[src/rtl/uproc_core_p.sv]
// uproc_core_p -- parametrised accumulator microprocessor core.
//
// Each instruction is fetched from external program memory and then executed in a
// separate cycle. The core has an accumulator, a carry flag, a register file and a
// data memory.
//
// Ports:
//   clk         in   rising-edge clock
//   nReset      in   asynchronous, active-low reset
//   imem_req    out  fetch request; held until imem_valid is seen
//   imem_addr   out  fetch address (the PC); stable while imem_req is high
//   imem_valid  in   imem_data valid; only sampled while imem_req is high
//   imem_data   in   instruction word {opcode[4:0], imm[DATA_WIDTH-1:0]}
//   accu        out  accumulator
//   carry       out  carry flag
//   retire      out  one-cycle pulse per executed instruction (HALT does not retire)
//   halted      out  core stopped by HALT; only reset leaves this state
//
// Optional build macro UPROC_TRACE_EN adds trace_pc / trace_ins. These hold the
// PC and instruction of the retiring instruction during the retire cycle, and
// keep their value at all other times.
module uproc_core_p #(
  parameter int DATA_WIDTH     = 8,
  parameter int PC_WIDTH       = 6,
  parameter int REG_ADDR_WIDTH = 4,
  parameter int DMEM_AW        = 6
) (
  input  logic                  clk,
  input  logic                  nReset,
  output logic                  imem_req,
  output logic [PC_WIDTH-1:0]   imem_addr,
  input  logic                  imem_valid,
  input  logic [DATA_WIDTH+4:0] imem_data,
  output logic [DATA_WIDTH-1:0] accu,
  output logic                  carry,
  output logic                  retire,
  output logic                  halted
`ifdef UPROC_TRACE_EN
  ,
  output logic [PC_WIDTH-1:0]   trace_pc,
  output logic [DATA_WIDTH+4:0] trace_ins
`endif
);

  localparam int INS_WIDTH  = DATA_WIDTH + 5;
  localparam int RF_DEPTH   = 1 << REG_ADDR_WIDTH;
  localparam int DMEM_DEPTH = 1 << DMEM_AW;

  localparam logic [1:0] S_FETCH  = 2'd0;
  localparam logic [1:0] S_EXEC   = 2'd1;
  localparam logic [1:0] S_HALTED = 2'd2;

  localparam logic [4:0] OP_LDI  = 5'b00001;
  localparam logic [4:0] OP_LDR  = 5'b00010;
  localparam logic [4:0] OP_LDM  = 5'b00011;
  localparam logic [4:0] OP_STR  = 5'b00100;
  localparam logic [4:0] OP_STM  = 5'b00101;
  localparam logic [4:0] OP_ADDI = 5'b00110;
  localparam logic [4:0] OP_ADD  = 5'b00111;
  localparam logic [4:0] OP_ADC  = 5'b01000;
  localparam logic [4:0] OP_SUB  = 5'b01001;
  localparam logic [4:0] OP_AND  = 5'b01010;
  localparam logic [4:0] OP_OR   = 5'b01011;
  localparam logic [4:0] OP_XOR  = 5'b01100;
  localparam logic [4:0] OP_JMP  = 5'b01101;
  localparam logic [4:0] OP_JC   = 5'b01110;
  localparam logic [4:0] OP_JZ   = 5'b01111;
  localparam logic [4:0] OP_CLRC = 5'b10000;
  localparam logic [4:0] OP_HALT = 5'b10001;

  logic [1:0]            state_r;
  logic [PC_WIDTH-1:0]   pc_r;
  logic [INS_WIDTH-1:0]  ir_r;
  logic [DATA_WIDTH-1:0] accu_r;
  logic                  carry_r;
  logic                  req_r;
  logic                  retire_r;
  logic                  halted_r;
  logic [DATA_WIDTH-1:0] rf_r   [RF_DEPTH];
  logic [DATA_WIDTH-1:0] dmem_r [DMEM_DEPTH];

  logic [4:0]                opcode_s;
  logic [DATA_WIDTH-1:0]     imm_s;
  logic [REG_ADDR_WIDTH-1:0] rf_idx_s;
  logic [DMEM_AW-1:0]        dm_idx_s;
  logic [DATA_WIDTH-1:0]     rf_rd_s;
  logic [DATA_WIDTH-1:0]     dm_rd_s;
  logic [DATA_WIDTH-1:0]     add_b_s;
  logic                      cin_s;
  logic [DATA_WIDTH:0]       sum_s;
  logic [DATA_WIDTH-1:0]     accu_nx_s;
  logic                      carry_nx_s;
  logic [PC_WIDTH-1:0]       pc_inc_s;
  logic [PC_WIDTH-1:0]       pc_nx_s;
  logic                      rf_we_s;
  logic                      dm_we_s;
  logic                      fetch_halt_s;

  // Decode fields of the held instruction; register and memory reads are combinational.
  assign opcode_s     = ir_r[INS_WIDTH-1 -: 5];
  assign imm_s        = ir_r[DATA_WIDTH-1:0];
  assign rf_idx_s     = imm_s[REG_ADDR_WIDTH-1:0];
  assign dm_idx_s     = imm_s[DMEM_AW-1:0];
  assign rf_rd_s      = rf_r[rf_idx_s];
  assign dm_rd_s      = dmem_r[dm_idx_s];
  assign pc_inc_s     = pc_r + PC_WIDTH'(1);
  assign fetch_halt_s = (imem_data[INS_WIDTH-1 -: 5] == OP_HALT);

  // Adder operand select: SUB uses A + ~R + 1, so carry=1 means no borrow.
  always_comb begin
    add_b_s = rf_rd_s;
    cin_s   = 1'b0;
    case (opcode_s)
      OP_ADDI: begin add_b_s = imm_s;    cin_s = 1'b0;    end
      OP_ADC:  begin add_b_s = rf_rd_s;  cin_s = carry_r; end
      OP_SUB:  begin add_b_s = ~rf_rd_s; cin_s = 1'b1;    end
      default: begin add_b_s = rf_rd_s;  cin_s = 1'b0;    end
    endcase
  end

  assign sum_s = {1'b0, accu_r} + {1'b0, add_b_s} + {{DATA_WIDTH{1'b0}}, cin_s};

  // Next architectural state computed from the held instruction.
  always_comb begin
    accu_nx_s  = accu_r;
    carry_nx_s = carry_r;
    pc_nx_s    = pc_inc_s;
    rf_we_s    = 1'b0;
    dm_we_s    = 1'b0;
    case (opcode_s)
      OP_LDI:  accu_nx_s = imm_s;
      OP_LDR:  accu_nx_s = rf_rd_s;
      OP_LDM:  accu_nx_s = dm_rd_s;
      OP_STR:  rf_we_s   = 1'b1;
      OP_STM:  dm_we_s   = 1'b1;
      OP_ADDI, OP_ADD, OP_ADC, OP_SUB: {carry_nx_s, accu_nx_s} = sum_s;
      OP_AND:  accu_nx_s = accu_r & rf_rd_s;
      OP_OR:   accu_nx_s = accu_r | rf_rd_s;
      OP_XOR:  accu_nx_s = accu_r ^ rf_rd_s;
      OP_JMP:  pc_nx_s   = imm_s[PC_WIDTH-1:0];
      OP_JC: begin
        if (carry_r) pc_nx_s = imm_s[PC_WIDTH-1:0];
        else         pc_nx_s = pc_inc_s;
      end
      // The zero test uses the accumulator value from before this instruction.
      OP_JZ: begin
        if (accu_r == '0) pc_nx_s = imm_s[PC_WIDTH-1:0];
        else              pc_nx_s = pc_inc_s;
      end
      OP_CLRC: carry_nx_s = 1'b0;
      OP_HALT: pc_nx_s    = pc_r;
      default: pc_nx_s    = pc_inc_s;
    endcase
  end

  // Fetch/execute sequencer. After reset, imem_req is low for one cycle before the first fetch.
  always_ff @(posedge clk or negedge nReset) begin
    if (!nReset) begin
      state_r  <= S_FETCH;
      pc_r     <= '0;
      ir_r     <= '0;
      accu_r   <= '0;
      carry_r  <= 1'b0;
      req_r    <= 1'b0;
      retire_r <= 1'b0;
      halted_r <= 1'b0;
    end else begin
      case (state_r)
        S_FETCH: begin
          if (!req_r) begin
            req_r <= 1'b1;
          end else if (imem_valid) begin
            ir_r     <= imem_data;
            req_r    <= 1'b0;
            retire_r <= !fetch_halt_s;
            state_r  <= S_EXEC;
          end
        end
        S_EXEC: begin
          accu_r   <= accu_nx_s;
          carry_r  <= carry_nx_s;
          pc_r     <= pc_nx_s;
          retire_r <= 1'b0;
          if (opcode_s == OP_HALT) begin
            halted_r <= 1'b1;
            state_r  <= S_HALTED;
          end else begin
            req_r   <= 1'b1;
            state_r <= S_FETCH;
          end
        end
        S_HALTED: begin
          req_r    <= 1'b0;
          retire_r <= 1'b0;
        end
        default: begin
          state_r <= S_FETCH;
          req_r   <= 1'b0;
        end
      endcase
    end
  end

  // Register file: cleared on reset, written from the accumulator by STR.
  always_ff @(posedge clk or negedge nReset) begin
    if (!nReset) begin
      for (int i = 0; i < RF_DEPTH; i++) rf_r[i] <= '0;
    end else if (state_r == S_EXEC && rf_we_s) begin
      rf_r[rf_idx_s] <= accu_r;
    end
  end

  // Data memory: cleared on reset, written from the accumulator by STM.
  always_ff @(posedge clk or negedge nReset) begin
    if (!nReset) begin
      for (int i = 0; i < DMEM_DEPTH; i++) dmem_r[i] <= '0;
    end else if (state_r == S_EXEC && dm_we_s) begin
      dmem_r[dm_idx_s] <= accu_r;
    end
  end

`ifdef UPROC_TRACE_EN
  logic [PC_WIDTH-1:0]  trace_pc_r;
  logic [INS_WIDTH-1:0] trace_ins_r;

  // Trace capture happens at the accept edge, so the values line up with the retire pulse.
  always_ff @(posedge clk or negedge nReset) begin
    if (!nReset) begin
      trace_pc_r  <= '0;
      trace_ins_r <= '0;
    end else if (state_r == S_FETCH && req_r && imem_valid && !fetch_halt_s) begin
      trace_pc_r  <= pc_r;
      trace_ins_r <= imem_data;
    end
  end

  assign trace_pc  = trace_pc_r;
  assign trace_ins = trace_ins_r;
`endif

  assign imem_req  = req_r;
  assign imem_addr = pc_r;
  assign accu      = accu_r;
  assign carry     = carry_r;
  assign retire    = retire_r;
  assign halted    = halted_r;

endmodule

[config.mk]
export PLATFORM = sky130hd
export DESIGN_NAME = uproc_core_p
export DESIGN_NICKNAME = d
export VERILOG_FILES = /design/src/rtl/uproc_core_p.sv
export SDC_FILE = /design/constraint.sdc
export NUM_CORES = 1
export LEC_CHECK = 0
export BUFFER_PORTS_ARGS = -buffer_cell sky130_fd_sc_hd__buf_2
export CORE_MARGIN = 5
export CORE_UTILIZATION = 60
export CTS_CLUSTER_SIZE = 25
export DETAILED_ROUTE_END_ITERATION = 8
export GPL_ROUTABILITY_DRIVEN = 0
export GPL_TIMING_DRIVEN = 0
export MAX_ROUTING_LAYER = met4
export PLACE_DENSITY = 0.76
export SLEW_MARGIN = 5
export SYNTH_ARGS = -nofsm -noshare
export SYNTH_HDL_FRONTEND = slang
export SYNTH_SLANG_ARGS = --single-unit
[constraint.sdc]
create_clock -name clk -period 5.1 [get_ports clk]
set_input_delay 0.765 -clock clk [delete_from_list [all_inputs] [get_ports clk]]
set_output_delay 0.765 -clock clk [all_outputs]
set_load 0.02 [all_outputs]
==> reports/metrics.yaml <==
status: "finished, final reports clean"
cts_made_buffers: 71
vias: 21754
synth_cell_types: 72
power_density_nw_per_um2: 300
dieHeight_um: 241
syn_area_per_cell_um2: 13.8
antenna_found_initial: 1
syn_area_um2: 32000
final_cells: 3177
cp_slowest_stage_delay_ns: 1.00
cts_buffer_depth: 3
hold_ws_ns: 0.221
core_area_um2: 52800
synth_cells: 2319
initial_core_util_pct: 60.7
fin_ws_ns: 0.116
hold_class: "in -> async"
die_w_um: 241
post-cts-setup-buffer-count: 0
avgViaCountPerCell: 6.85
hpwl_um: 67600
max_cap_viol_count: 0
yosysSeqAreaShare_pct: 52.6
worstPathMaxFanout: 10
path_clk_slew_ns: 0.06
drt-wirelength-per-cell_um: 31.2
dr_wl_met3_um: 11300
synth_edf_count: 0
hold_violations: 0
grt_pass1_vias: 22318
dr_wl_met2_um: 44400
cp-start-kind: "flop"
worstMarginPinSlew_ns: 1.33
root_buffer: "clkbuf_16"
crit_required_ns: 5.59
rsz0062_at_grt: "no"
leakagePower_uw: 0.0163
cts_hold_buf: 0
dp.cells: 3045
drt_iter0_markers: 2664
slew_viol_final: 0
synthArstFlopShare_pct: 100
tns_ns: 0
syn_nets: 2364
fillCellCount: 3647
grt_usage_pct: 35.7
num_rows: 84
slowest_stage: "buf_1"
top_layer: "met4"
routedLengthMet1_um: 36900
drt-total-wl_um: 99100
ant_nets: 0
critical_path_class: "reg -> reg"
worstPathCellList: "buf_2, buf_4, buf_2, buf_1, a211oi_1, a21oi_1, inv_1, ha_1, a221o_1, or3_1, a2111oi_2, a31oi_1"
ctsHtreeMaxLevel: 3
ios: 34
fin_crit_ns: 4.98
synthFlopType: "dfrtp_1"
grt_pass1_wl_um: 146000
pre_cts_ws_ns: 0.290
grt.overflow.total: 0
remaining_drc_errors: 0
fin_nets: 2475
worstPathArrival_ns: 5.47
drt_pass1_iterations: 6
clkSinkCount: 673
area_growth_pct: 11.1
drive_gt1_share_pct: 38.6
max_freq_ghz: 0.201
cts_resized: 0
setup_viol: 0
crit_top_cell: "buf_2"
relSlewSlack_pct: 11.3
die-area_um2: 58100
finClkSkew_ns: 0.0179
cts_tree: "built"
io_buffers: 33
ys.warnings.count: 0
crit_buf_inv: 5
clkLatencyLatePin_ns: 0.62
cp_top_family: "buffers and inverters"
ys_ff_latch: 673
critPathCaptureType: "flop"
period_share_pct: 97.7
grt_max_degree: 127
peakVddDrop_uv: 301
[registers in the layout, indices dropped and copies added, names as in the netlist]
| name | flops |
|---|---|
| dmem_r | 512 |
| rf_r | 128 |
| ir_r | 13 |
| accu | 8 |
| imem_addr | 6 |
| state_r | 2 |
| carry | 1 |
| halted | 1 |
| imem_req | 1 |
| retire | 1 |
[worst paths after layout]
check                               to  cells after the start          from  slack, ns
max                            accu[7]                     12       ir_r[1]       0.12
min                           rf_r[88]                      1        nReset       0.22
max reg2reg                    accu[7]                     12       ir_r[1]       0.12
min reg2reg                     halted                      1        halted       0.46
max in group asynchronous  dmem_r[334]                      4        nReset       2.83
min in group clk               ir_r[6]                      2  imem_data[6]       0.38
[synthesized netlist by cell type, types with 21 or more instances]
library cell,instances,area (µm²)
nand3_1,26,130
nand2_1,208,781
o21ai_0,129,646
mux4_2,148,3330
clkbuf_1,101,379
nor2_4,21,236
buf_2,26,130
a21oi_1,37,185
mux2i_1,52,521
nor2_2,28,175
ha_1,27,338
mux2_2,547,6160
a22oi_1,38,285
nor2_1,25,93.8
dfrtp_1,673,16800
[cell usage in the layout, fill, tap and decap left out, drive strengths merged, types with 3 or more instances in the layout]
| cell | n |
|---|---|
| a21oi | 37 |
| and3 | 3 |
| nand2 | 214 |
| nor2b | 20 |
| nor3 | 7 |
| o22ai | 14 |
| a22oi | 38 |
| clkbuf | 212 |
| o21a | 5 |
| o31ai | 4 |
| a31oi | 3 |
| nand4 | 5 |
| mux2 | 552 |
| nor3b | 9 |
| nand2b | 8 |
| ha | 27 |
| nand3 | 27 |
| a21o | 5 |
| diode | 3 |
| o21ai | 131 |
| a211oi | 5 |
| inv | 23 |
| a2111o | 3 |
| nor4 | 9 |
| a221o | 8 |
| or3 | 4 |
| and2 | 8 |
| clkinv | 11 |
| mux4 | 152 |
| mux2i | 52 |
| nor2 | 74 |
| buf | 101 |
| nor4b | 4 |
| dfrtp | 673 |
[worst register-to-register path, delay by kind of cell, from the launching register on]
kind | cells | cell delay [ns]
buf+inv | 5 | 2.20
simple gates | 1 | 0.37
flops | 1 | 0.32
fa+ha+maj | 1 | 0.30
compound gates | 5 | 1.70
[routing by layer]
metal | global-route usage [%] | vias to the layer above
li1 | - | 8760
met1 | 45.2 | 11280
met2 | 51.6 | 1290
met3 | 12.0 | 424
met4 | 18.6 | 0
met5 | - | -
[logic make-up after synthesis]
group                      Yosys count  synth area share [%]
buffers and inverters              183                  2.69
and+or+nand+nor                    400                  6.33
AOI/OAI and AO/OA                  274                  5.29
muxes                              756                  31.8
DFF                                673                  52.6
xor gates and xnor gates             4                 0.109
adders and majority gates           29                  1.18
[where the power goes]
| part | internal (µW) | leakage, µW | switching, µW |
|---|---|---|---|
| combinational | 16.0 | 0.00578 | 108 |
| clock | 3040 | 0.00116 | 2170 |
| sequential | 5340 | 0.00940 | 0 |
| total | 8390 | 0.0163 | 2280 |
[layout make-up]
class,instances,area (µm²),share of cell area [%]
Multi-Input combinational cell,1463,14300,40.3
Buffer,164,790,2.22
Clock buffer,111,2210,6.22
Tap cell,688,861,2.42
Clock inverter,18,135,0.380
Inverter,19,71.3,0.201
Timing Repair Buffer,38,313,0.880
Sequential cell,673,16800,47.4
Antenna cell,3,7.51,0.0211
[through the flow]
step,utilization [%],area (µm²),power [µW]
2_1_floorplan,-,32000,5440
4_1_cts,67.4,35500,10700
3_3_place_gp,62.6,33000,5550
6_report,67.4,35600,10700
5_1_grt,67.4,35500,10900
3_5_place_dp,62.9,33200,5570
Note: power is estimated with default switching activity, not from simulation.
